[src/rtl/bcd4221_to_8421_decoder.sv]
// Digit-serial BCD-4221 to BCD-8421 word decoder with valid/ready handshakes.
// Converts one digit per clock, least significant digit first; flags a nonzero top digit.
module bcd4221_to_8421_decoder #(
    parameter int NDIG = 5
) (
    input  logic              clk,
    input  logic              rst_n,
    input  logic              in_valid,
    output logic              in_ready,
    input  logic [4*NDIG-1:0] X_4221,
    output logic              out_valid,
    input  logic              out_ready,
    output logic [4*NDIG-1:0] Y_8421,
    output logic              ovf,
    output logic              busy
);

    localparam int CW = $clog2(NDIG);

    typedef enum logic [1:0] {
        IDLE = 2'd0,
        CONV = 2'd1,
        DONE = 2'd2
    } state_t;

    state_t            state_reg, state_next;
    logic [CW-1:0]     cnt_reg, cnt_next;
    logic [4*NDIG-1:0] shadow_reg;
    logic [4*NDIG-1:0] y_reg;
    logic              ovf_reg;
    logic [3:0]        dec_digit [NDIG];
    logic              accept;
    logic              last_digit;

    // Weight sum 4*b3 + 2*b2 + 2*b1 + b0 never exceeds 9, so the result is valid 8421.
    function automatic logic [3:0] decode_4221(input logic [3:0] code);
        logic [3:0] value;
        value = {1'b0, code[3], 2'b00}
              + {2'b00, code[2], 1'b0}
              + {2'b00, code[1], 1'b0}
              + {3'b000, code[0]};
        return value;
    endfunction

    genvar gi;
    generate
        for (gi = 0; gi < NDIG; gi++) begin : g_dec
            assign dec_digit[gi] = decode_4221(shadow_reg[4*gi +: 4]);
        end
    endgenerate

    assign accept     = (state_reg == IDLE) && in_valid;
    assign last_digit = (state_reg == CONV) && (cnt_reg == CW'(NDIG - 1));

    always_comb begin
        state_next = state_reg;
        cnt_next   = cnt_reg;
        in_ready   = 1'b0;
        out_valid  = 1'b0;
        case (state_reg)
            IDLE: begin
                in_ready = 1'b1;
                if (in_valid) begin
                    state_next = CONV;
                    cnt_next   = '0;
                end
            end
            CONV: begin
                if (last_digit) begin
                    state_next = DONE;
                    cnt_next   = '0;
                end else begin
                    cnt_next = cnt_reg + CW'(1);
                end
            end
            DONE: begin
                out_valid = 1'b1;
                if (out_ready) begin
                    state_next = IDLE;
                end
            end
            default: begin
                state_next = IDLE;
                cnt_next   = '0;
            end
        endcase
    end

    always_ff @(posedge clk or negedge rst_n) begin
        if (!rst_n) begin
            state_reg <= IDLE;
            cnt_reg   <= '0;
        end else begin
            state_reg <= state_next;
            cnt_reg   <= cnt_next;
        end
    end

    // Shadow only loads in IDLE, so input changes during CONV/DONE cannot corrupt a word.
    always_ff @(posedge clk or negedge rst_n) begin
        if (!rst_n) begin
            shadow_reg <= '0;
        end else if (accept) begin
            shadow_reg <= X_4221;
        end
    end

    always_ff @(posedge clk or negedge rst_n) begin
        if (!rst_n) begin
            y_reg   <= '0;
            ovf_reg <= 1'b0;
        end else if (state_reg == CONV) begin
            for (int i = 0; i < NDIG; i++) begin
                if (cnt_reg == CW'(i)) begin
                    y_reg[4*i +: 4] <= dec_digit[i];
                end
            end
            if (last_digit) begin
                ovf_reg <= (dec_digit[NDIG-1] != 4'd0);
            end
        end
    end

    assign Y_8421 = y_reg;
    assign ovf    = ovf_reg;
    assign busy   = (state_reg != IDLE);

endmodule

[config.mk]
export PLATFORM = sky130hd
export DESIGN_NAME = bcd4221_to_8421_decoder
export DESIGN_NICKNAME = d
export VERILOG_FILES = /design/src/rtl/bcd4221_to_8421_decoder.sv
export SDC_FILE = /design/constraint.sdc
export NUM_CORES = 1
export LEC_CHECK = 0
export CAP_MARGIN = 15
export CORE_ASPECT_RATIO = 1.5
export CORE_MARGIN = 2
export CORE_UTILIZATION = 40
export CTS_BUF_LIST = sky130_fd_sc_hd__clkbuf_16
export CTS_CLUSTER_SIZE = 8
export DETAILED_ROUTE_END_ITERATION = 8
export PLACE_DENSITY = 0.64
export SYNTH_ARGS = -nofsm -noshare
export SYNTH_HDL_FRONTEND = slang
export SYNTH_SLANG_ARGS = --single-unit
[constraint.sdc]
create_clock -name clk -period 2.03 [get_ports clk]
set_input_delay 0.5075 -clock clk [delete_from_list [all_inputs] [get_ports clk]]
set_output_delay 0.5075 -clock clk [all_outputs]
set_load 0.03 [all_outputs]
# Yosys cells after proc, flatten, opt, wreduce, memory -nomap -nowiden
# Index checks and enable logic that the tools add are counted.
[op_classes]
addsub = 16
eq_ne = 9
n_mux = 9
n_bitwise = 1
reduce_logical = 14
[ops]
columns = ["op", "count"]
rows = [
  ["$add 3x2->4", 5],
  ["$add 4x1->4", 5],
  ["$add 4x2->4", 5],
  ["$reduce_and 2->1", 7],
  ["$pmux 3 s3", 1],
  ["$eq 3x2->1 const B", 2],
  ["$mux 2", 3],
  ["$mux 3", 2],
  ["$ne 2x2->1 const B", 3],
  ["$pmux 2 s3", 1],
  ["$reduce_bool 4->1", 1],
  ["$add 3x1->3 const B", 1],
  ["$eq 3x1->1 const B", 1],
  ["$eq 3x3->1 const B", 1],
  ["$logic_not 3->1", 1],
  ["$reduce_and 3->1", 1],
  ["$eq 2x1->1 const B", 1],
  ["$eq 2x2->1 const B", 1],
  ["$logic_and 1x1->1", 2],
  ["$logic_not 2->1", 1],
  ["$mux 1", 2],
  ["$reduce_bool 2->1", 1],
  ["$not 1->1", 1],
]
[totals]
ff_bits = 46
in_bits = 24
wordCells = 58

# Depth between registers and ports, before layout
# Gate-level depths: netlist of the first run.
[logic_depth]
ltp_word = 4
depth_mapped = 5
mapped_depth_nobuf = 5

# Worst setup path before layout of the first run
# OpenSTA, ideal clock, no wires.
[synth_timing]
path_type = "register -> output"
start = "reg state_reg[0]"
end = "out in_ready"
t_arrival_ns = 1.167
t_required_ns = 1.522
slack_ns = 0.355
stages_incl_launch_ff = 4
path_cell_list = "dfrtp_1 > buf_4 > or2_2 > inv_1"
[synth_via]
elab_chain_len = 2
[synth_lines]
columns = ["item", "line", "text"]
rows = [
  ["start, declared", "26", "state_t state_reg, state_next;"],
  ["start signal, assigned", "94", "state_reg <= state_next;"],
  ["$logic_not 2->1", "60", "case (state_reg)"],
  ["$mux 1", "60", ""],
  ["end, declared", "9", "output logic in_ready,"],
]
# No other way between the ends.

# Worst setup path in the final report of the first run
[layout_timing]
start = "reg state_reg[0]"
end = "out busy"
[layout_via]
elab_chain_len = 1
[layout_lines]
columns = ["item", "line", "text"]
rows = [
  ["$reduce_bool 2->1", "126", "assign busy = (state_reg != IDLE);"],
  ["end, declared", "15", "output logic busy"],
]
# No other way between the ends.

==> impl.org, run 1 <==
** Synthesis
- Sequential element share of the synthesized area :: 56.4%
- Post-synthesis cell count :: 135
- After synthesis, the largest area contributor takes up 56.4% of total cell area.
- Among all flip-flop cells after synthesis, the most frequent one is sky130_fd_sc_hd__dfrtp_1.
- Share of flip-flops with an asynchronous set or reset :: 100%
- Synthesized area per cell :: 15.1 sq um
- Among all cell types in the netlist, the one instantiated most often is sky130_fd_sc_hd__dfrtp_1.
- Simple logic cell fraction of the synthesized area :: 6.50%
- After synthesis, the largest family of logic cells by area is multiplexers.
- The number of nets in the synthesized netlist is 175.
- Most instantiated cells after synthesis :: 46 x sky130_fd_sc_hd__dfrtp_1, 40 x sky130_fd_sc_hd__mux2_2, 16 x sky130_fd_sc_hd__ha_1, 8 x sky130_fd_sc_hd__inv_1, 4 x sky130_fd_sc_hd__nand2b_1
- Summed instance area of the synthesized netlist :: 2040 sq um
- Seq cells post-synth :: 46
- Post-synth EDFFs :: 0
- The largest total area in the synthesized netlist belongs to sky130_fd_sc_hd__dfrtp_1.
- Summing the areas of all compound-gate instances in the mapped netlist gives 1.90% of the synthesized area.
- Yosys printed 0 warnings.
- In the post-synthesis netlist, the biggest area contributors are sky130_fd_sc_hd__dfrtp_1 56%, sky130_fd_sc_hd__mux2_2 22%, sky130_fd_sc_hd__ha_1 9.8%, sky130_fd_sc_hd__and4bb_2 1.8%, sky130_fd_sc_hd__inv_1 1.5%.
- Distinct cell type count after synthesis :: 20
- Fraction of the mapped netlist area in adder cells :: 9.80%
- After Yosys synthesis, XOR and XNOR cells account for 0% of the synthesized area.
- Multiplexer cells account for 22.6% of the synthesized area.

** Floorplan
- The floorplan step defined a die boundary enclosing 5700 sq um.
- The floorplan has 31 rows.
- Once the floorplan was initialized, standard cells occupied 41.8% of the core.
- Overall die width :: 62.3 um
- The die is 91.5 um tall.
- The region available for standard cell placement spans 4890 sq um.
- I/O pin cnt :: 48

** Global route
- The first global-routing pass estimated 7010 um of wire.
- The number of antenna violations at the first check in global routing came to 0.
- Maximum number of pins on one net before global-route repair :: 28
- Sum of overflow across all layers after global routing :: 0
- Across every metal layer, demand over resource in global routing totals 16.0%.
- The number of global-route vias before repair was 1453.

** Timing
- Final clock skew :: 0.00543 ns
- Final-layout setup total negative slack :: 0 ns
- Tightest hold margin :: 0.238 ns
- The total count of hold-check failures in the final report was 0.
- Headroom to the max-slew limit came out at 59.2%.
- Part of the cycle the worst path needs :: 93.1%
- Clock period minus final worst setup slack :: 1.89 ns
- Setup repair after global routing missed its margin :: no
- The number of pins with negative max-slew slack in the final report was 0.
- Actual slew at the worst max-slew pin :: 0.612 ns
- Setup-violating endpoint count in the final report :: 0
- Min setup slack post-route :: 0.140 ns
- For this run, the top clock speed supported by timing is 529 MHz.

** Finish
- Total inserted antenna cells :: 0
- The area growth from synthesis to layout is 35.0%.
- Number of standard cells in the layout, taps in and fillers out :: 259
- Filler Cells Inserted :: 442
- Fraction of layout cells with a size suffix above 1 :: 32.6%
- After routing the design area is 2760 sq um.
- Final layout net count :: 232

** Setup path
- The critical path in this run is classified as register to output pin.
- CP cell instances :: or2_2, dlygate4sd2_1
- Crit path max fanout :: 4
- The number of cells on the worst reg-to-reg path is 5.
- Reg2reg start :: shadow_reg[17]
- The slowest stage of the critical path is the sky130_fd_sc_hd__dfrtp_1 cell.
- Arrival time reported for the critical path endpoint :: 1.38 ns
- Data on the critical path is required at its endpoint by 1.52 ns.
- Reg-to-reg endpoint :: ovf
- For flop-to-flop paths, the worst setup slack is 0.42 ns.
- Element type at the critical path start :: register
- Largest stage delay on the critical path :: 0.41 ns
- The worst setup path is captured at an output pin.

** Power
- Leakage Power :: 1.24 nW
- Power spread over the standard cell area amounts to 1620 nW/um^2.
- Worst vdd rail ir drop :: 0.696 mV

** Clock tree
- Clock-pin slew was measured on the worst setup and hold paths at 0.06 ns.
- # clock sinks :: 46
- Post-CTS timing repair inserted 0 buffers for setup.
- The H-tree was split into 2 levels.
- CTS root buffer :: sky130_fd_sc_hd__clkbuf_16
- CTS buffer count :: 5
- TritonCTS built the clock tree.
- In this run the deepest clock path goes through 2 buffers.
- Clock latency on the worst-skew pair, taken at its later pin, is 0.28 ns.

** Place
- After detailed placement, the total cell area comes to 2620 sq um.
- The congestion estimate from routability-driven global placement came to 0.711.
- Port buffering added 47 buffers.
- In this run, placement finished with an instance count of 251.
- At the placement stage, the worst setup path has a slack of 0.102 ns.
- The wire-length estimate of the detail-placed layout is 3150 um.

** Route
- Detailed-route wire length :: 4020 um
- DRC :: 0
- DR vias/cell :: 4.85
- Number of iterations in the first detailed-routing pass :: 4
- The detail route stage leaves a number of antenna-violating nets equal to 0.
- For this block, the initial DRC count from the detailed router was 11.
- In the final routed layout, each cell accounts on average for 15.5 um.
- The routed layout has 1256 vias.

** Job
- Reported max-cap violation count :: 0

** Min path
- In this run the worst hold path is classified as primary input to async pin.

** Status
- Status :: complete, no violations
[through the flow]
| step | power [mW] | util (%) |
|---|---|---|
| global placement | 3.65 | 53.6 |
| CTS | 4.54 | 56.4 |
| finish | 4.46 | 56.4 |
| floorplan | 2.94 | - |
| detailed placement | 3.76 | 53.6 |
| global route | 4.79 | 56.4 |
[cell type report]
type	count	area (sq um)	share of cell area, %
sequential	46	1150	41.7
multi-input combinational	77	838	30.4
timing repair buffer	54	513	18.6
clock buffer	5	125	4.54
tap	66	82.6	2.99
inverter	8	30.0	1.09
clock inverter	3	17.5	0.635
[report_power, final]
group          leakage, nW  switching (mW)  total (mW)  internal (mW)
Clock               0.0750           0.317       0.768          0.451
Sequential           0.555           0.266        1.63           1.37
Combinational        0.609           0.996        2.05           1.06
[worst max path at each step]
stage	slack, ns	depth (start not counted)	endpoint	from
4_1_cts	0.14	2	busy	state_reg[0]
2_1_floorplan	0.36	3	in_ready	state_reg[0]
5_1_grt	0.11	2	busy	state_reg[0]
3_5_place_dp	0.10	4	shadow_reg[17]	in_valid
3_3_place_gp	0.15	4	shadow_reg[4]	in_valid
6_report	0.14	2	busy	state_reg[0]
[layout by cell type (no fill, tap or decap)]
master                             n
sky130_fd_sc_hd__o32ai_1           3
sky130_fd_sc_hd__clkdlybuf4s50_1  43
sky130_fd_sc_hd__dlygate4sd2_1     2
sky130_fd_sc_hd__a211oi_1          1
sky130_fd_sc_hd__and2_1            1
sky130_fd_sc_hd__nor3b_2           1
sky130_fd_sc_hd__mux2_1            1
sky130_fd_sc_hd__and4bb_2          3
sky130_fd_sc_hd__ha_1             16
sky130_fd_sc_hd__or3b_2            1
sky130_fd_sc_hd__o21ai_0           1
sky130_fd_sc_hd__clkinv_2          1
sky130_fd_sc_hd__inv_1             9
sky130_fd_sc_hd__or2_2             1
sky130_fd_sc_hd__buf_2             1
sky130_fd_sc_hd__clkbuf_16         5
sky130_fd_sc_hd__nor2_1            1
sky130_fd_sc_hd__nand2b_1          4
sky130_fd_sc_hd__nand3b_1          1
sky130_fd_sc_hd__nand4b_4          1
sky130_fd_sc_hd__dfrtp_1          46
sky130_fd_sc_hd__buf_4             8
sky130_fd_sc_hd__mux2_2           40
sky130_fd_sc_hd__nor2b_1           1
sky130_fd_sc_hd__clkinv_4          1
[logic make-up (layout without fill, tap and decap cells)]
logic type,count (synthesis),after routing
buf+inv,12,70
mux,41,41
simple gates,15,15
flops,46,46
compound gates,5,5
fa+ha+maj,16,16
[metal layers]
layer / global-route usage [%] / vias to the layer above / routed length, um
li1: - / 588 / -
met1: 17.0 / 627 / 1510
met2: 29.8 / 35 / 2260
met3: 3.72 / 6 / 189
met4: 6.67 / 0 / 56
met5: 0 / - / 0
[worst max-delay path, delay by kind of cell, from the launching register on]
kind	cells	cell delay (ns)
buf+inv	1	0.37
flops	1	0.41
simple gates	1	0.33
[repair_timing]
action,in CTS,in global routing
gates resized for setup,2,0
endpoints found under the hold margin,0,0
hold buffers,0,0
endpoints found under the setup margin,2,0
(Power assumes the default switching activity.)
==> run 2: changes to the inputs <==
--- a/config.mk
+++ b/config.mk
@@ -10,9 +10,11 @@
 export CORE_MARGIN = 2
 export CORE_UTILIZATION = 40
 export CTS_BUF_LIST = sky130_fd_sc_hd__clkbuf_16
+export CTS_CLUSTER_DIAMETER = 150
 export CTS_CLUSTER_SIZE = 8
 export DETAILED_ROUTE_END_ITERATION = 8
 export PLACE_DENSITY = 0.64
 export SYNTH_ARGS = -nofsm -noshare
 export SYNTH_HDL_FRONTEND = slang
 export SYNTH_SLANG_ARGS = --single-unit
+export TNS_END_PERCENT = 1
==> results of run 2 <==
Final layout, timing and power as in run 1 (identical DEF).
==> run 3: changes to the inputs <==
--- a/config.mk
+++ b/config.mk
@@ -14,6 +14,7 @@
 export CTS_CLUSTER_SIZE = 8
 export DETAILED_ROUTE_END_ITERATION = 8
 export PLACE_DENSITY = 0.64
+export SKIP_CTS_REPAIR_TIMING = 1
 export SYNTH_ARGS = -nofsm -noshare
 export SYNTH_HDL_FRONTEND = slang
 export SYNTH_SLANG_ARGS = --single-unit
==> run 3 against run 2 <==
- utilization increased by 0.15 points
- die area did not move
- fmax is 2.8% higher
- count of clock-buffer cells in the layout did not move
- setup slack gained 0.052 ns
- sequential power barely moved
- flip-flop and latch count unchanged
- via count hardly changed
- total power up 0.12%
- final area increased by 0.27%
==> impl.org, run 3 (same netlist as run 1, synthesis figures left out) <==
** Setup path
- The critical path's largest stage delay was 0.68 ns (was 0.41 ns).
- Reg2reg start :: shadow_reg[17] (unchanged)
- The cell family with the largest share of critical-path delay is buffers and inverters (was flip-flops).
- The critical path launch point type is a register (unchanged).
- The biggest fanout along the worst timing path is 2 (was 4).
- The sum of buffers and inverters on the critical path is 1 (unchanged).
- The critical path data required time was 1.52 ns (about the same).
- CP cell instances: clkdlybuf4s50_1 (was or2_2, dlygate4sd2_1).
- Reg2reg setup slack :: 0.42 ns (about the same)
- CP Depth :: 1 (was 2)
- The slowest cell on the critical path is sky130_fd_sc_hd__clkdlybuf4s50_1 (was sky130_fd_sc_hd__dfrtp_1).
- The data arrival time of the critical path is 1.33 ns (was 1.38 ns).
- The path depth of the worst reg2reg path is 5 (unchanged).
- Type of element capturing the critical path :: output pin (unchanged)
- The end of the worst register-to-register path was ovf (unchanged).
- The type of the worst setup path was register to output pin (unchanged).
- Crit path launch :: Y_8421[6] (was state_reg[0])

** Clock tree
- CTS buffer count :: 5 (unchanged)
- Worst-skew pair later-pin latency :: 0.28 ns (about the same)
- Clock transition time at the flip-flop clock pins of the worst setup and hold paths :: 0.06 ns (about the same)
- # clock sinks :: 46 (unchanged)
- CTS root buffer :: sky130_fd_sc_hd__clkbuf_16 (unchanged)
- The maximum root-to-sink buffer count was 2 (unchanged).
- The number of H-tree branching levels was 2 (unchanged).
- The clock tree from TritonCTS was done (unchanged).

** Floorplan
- Die Outline Area :: 5700 sq um (unchanged)
- Overall die width :: 62.3 um (unchanged)
- I/O pin cnt :: 48 (unchanged)
- The y dimension of the die came to 91.5 um (unchanged).
- The placement row count came to 31 (unchanged).
- Initial core utilization :: 41.8% (unchanged)
- The area of the core region is 4890 sq um (unchanged).

** Power
- Power Dens Cells :: 1610 nW/um^2 (was 1620 nW/um^2)
- The power share of the clock group was 17.2% (about the same).
- The design internal power was 2.88 mW (about the same).
- The switching power share of the total was 35.4% (about the same).
- The worst ir drop on vdd came to 0.697 mV (was 0.696 mV).
- Combinational power share :: 46.2% (was 46.1%)
- The static leakage power is 1.26 nW (was 1.24 nW).
- Total power of the final layout :: 4.46 mW (about the same)
- The sequential cell fraction of total power was 36.6% (was 36.7%).
- The switching power total came to 1.58 mW (about the same).

** Place
- Worst setup timing slack at the placement stage :: 0.102 ns (unchanged)
- The placed standard-cell area was 2620 sq um (unchanged).
- Total instance count after detailed placement :: 251 (unchanged)
- Post-detailed-placement half-perimeter wirelength :: 3150 um (unchanged)
- The routability congestion estimate came to 0.711 (unchanged).
- The number of port buffers came to 47 (unchanged).

** Timing
- Min setup slack post-route :: 0.192 ns (was 0.140 ns)
- The worst hold margin is 0.237 ns (was 0.238 ns).
- The setup violation total in the final timing report came to 0 (unchanged).
- Part of the cycle the worst path needs :: 90.6% (was 93.1%)
- The actual slew at the worst max-slew pin came to 0.609 ns (was 0.612 ns).
- Final Hold Vio Count :: 0 (unchanged)
- The aggregate negative setup slack was 0 ns (unchanged).
- The highest clock frequency the design can meet came to 544 MHz (was 529 MHz).
- Final clock skew :: 0.00543 ns (about the same)
- The number of pins with negative max-slew slack in the final report was 0 (unchanged).
- Clock period minus final worst setup slack :: 1.84 ns (was 1.89 ns)
- The headroom to the max-slew limit came to 59.4% (was 59.2%).
- Setup repair after global routing missed its margin: no (unchanged).

** Route
- Detailed-route wire length :: 4020 um (about the same)
- DRC :: 0 (unchanged)
- The first-pass detailed-route iteration total is 4 (unchanged).
- Post-DRT Antenna Nets :: 0 (unchanged)
- DR vias/cell :: 4.85 (about the same)
- The number of design-rule violations left by the first detailed-router iteration was 11 (unchanged).
- Total via count in the routed design :: 1255 (was 1256)
- The post-detailed-route wirelength per cell is 15.5 um (about the same).

** Global route
- The largest net degree at the start of global routing came to 28 (unchanged).
- Sum of overflow across all layers after global routing :: 0 (unchanged)
- The all-layer global routing usage came to 16.0% (unchanged).
- Wire length of the first global-routing pass :: 7010 um (unchanged)
- Number of global-route vias before repair :: 1453 (unchanged)
- The number of antenna violations at the first check in global routing came to 0 (unchanged).

** Finish
- The fraction of final layout cells sized beyond drive strength 1 came to 32.6% (unchanged).
- Multi-input combinational cell area :: 838 sq um (unchanged)
- The count of placed standard cells in the final layout, fillers left out was 259 (unchanged).
- Final layout net count :: 232 (unchanged)
- Total inserted antenna cells :: 0 (unchanged)
- Leading cell type in the layout, fill and taps excluded :: sky130_fd_sc_hd__dfrtp_1 (unchanged)
- Util after Layout :: 56.6% (was 56.4%)
- Commonest cells after routing, fill and taps aside: 46 x sky130_fd_sc_hd__dfrtp_1, 43 x sky130_fd_sc_hd__clkdlybuf4s50_1, 40 x sky130_fd_sc_hd__mux2_2 (unchanged).
- The area growth from synthesis to layout was 35.4% (was 35.0%).
- Filler Cells Inserted :: 440 (was 442)
- The post-route cell area was 2770 sq um (was 2760 sq um).
- The sequential cell area in the final layout came to 1150 sq um (unchanged).

** Job
- Reported max-cap violation count :: 0 (unchanged)

** Status
- Status :: complete, no violations (unchanged)

** Min path
- The type of the most critical hold path is primary input to async pin (unchanged).
run 3: power groups by stage:
stage	clock, mW	combinational (mW)	sequential, mW
floorplan	0	0.969	1.97
CTS	0.796	2.10	1.64
detailed placement	0	2.10	1.66
finish	0.767	2.06	1.63
global placement	0	2.03	1.62
global route	0.832	2.26	1.70
run 3: area by class of cell:
| class | instances | share of cell area, % |
|---|---|---|
| sequential | 46 | 41.6 |
| inverter | 8 | 1.09 |
| multi-input combinational | 77 | 30.3 |
| tap | 66 | 2.99 |
| clock buffer | 5 | 4.52 |
| clock inverter | 3 | 0.633 |
| timing repair buffer | 54 | 18.8 |
run 3: worst register-to-register path, delay by kind of cell (launching register included):
family,cells,cell delay [ns]
adders and majority gates,2,0.34
muxes,1,0.28
DFF,1,0.39
buffers and inverters,1,0.06
and+or+nand+nor,1,0.44
run 3: how the worst max path moves through the flow:
| stage | endpoint | slack (ns) |
|---|---|---|
| final | Y_8421[6] | 0.19 |
| after global routing | Y_8421[6] | 0.14 |
| after CTS | busy | -0.10 |
| after detailed placement | shadow_reg[17] | 0.10 |
| after global placement | shadow_reg[4] | 0.15 |
| after floorplan | in_ready | 0.36 |
run 3: layer usage:
metal	global-route usage (%)	vias to the layer above	share of wire (%)
met2	29.8	35	56
li1	-	588	-
met1	17.0	626	37
met3	3.72	6	4.8
met4	6.67	0	1.4
met5	0	-	0
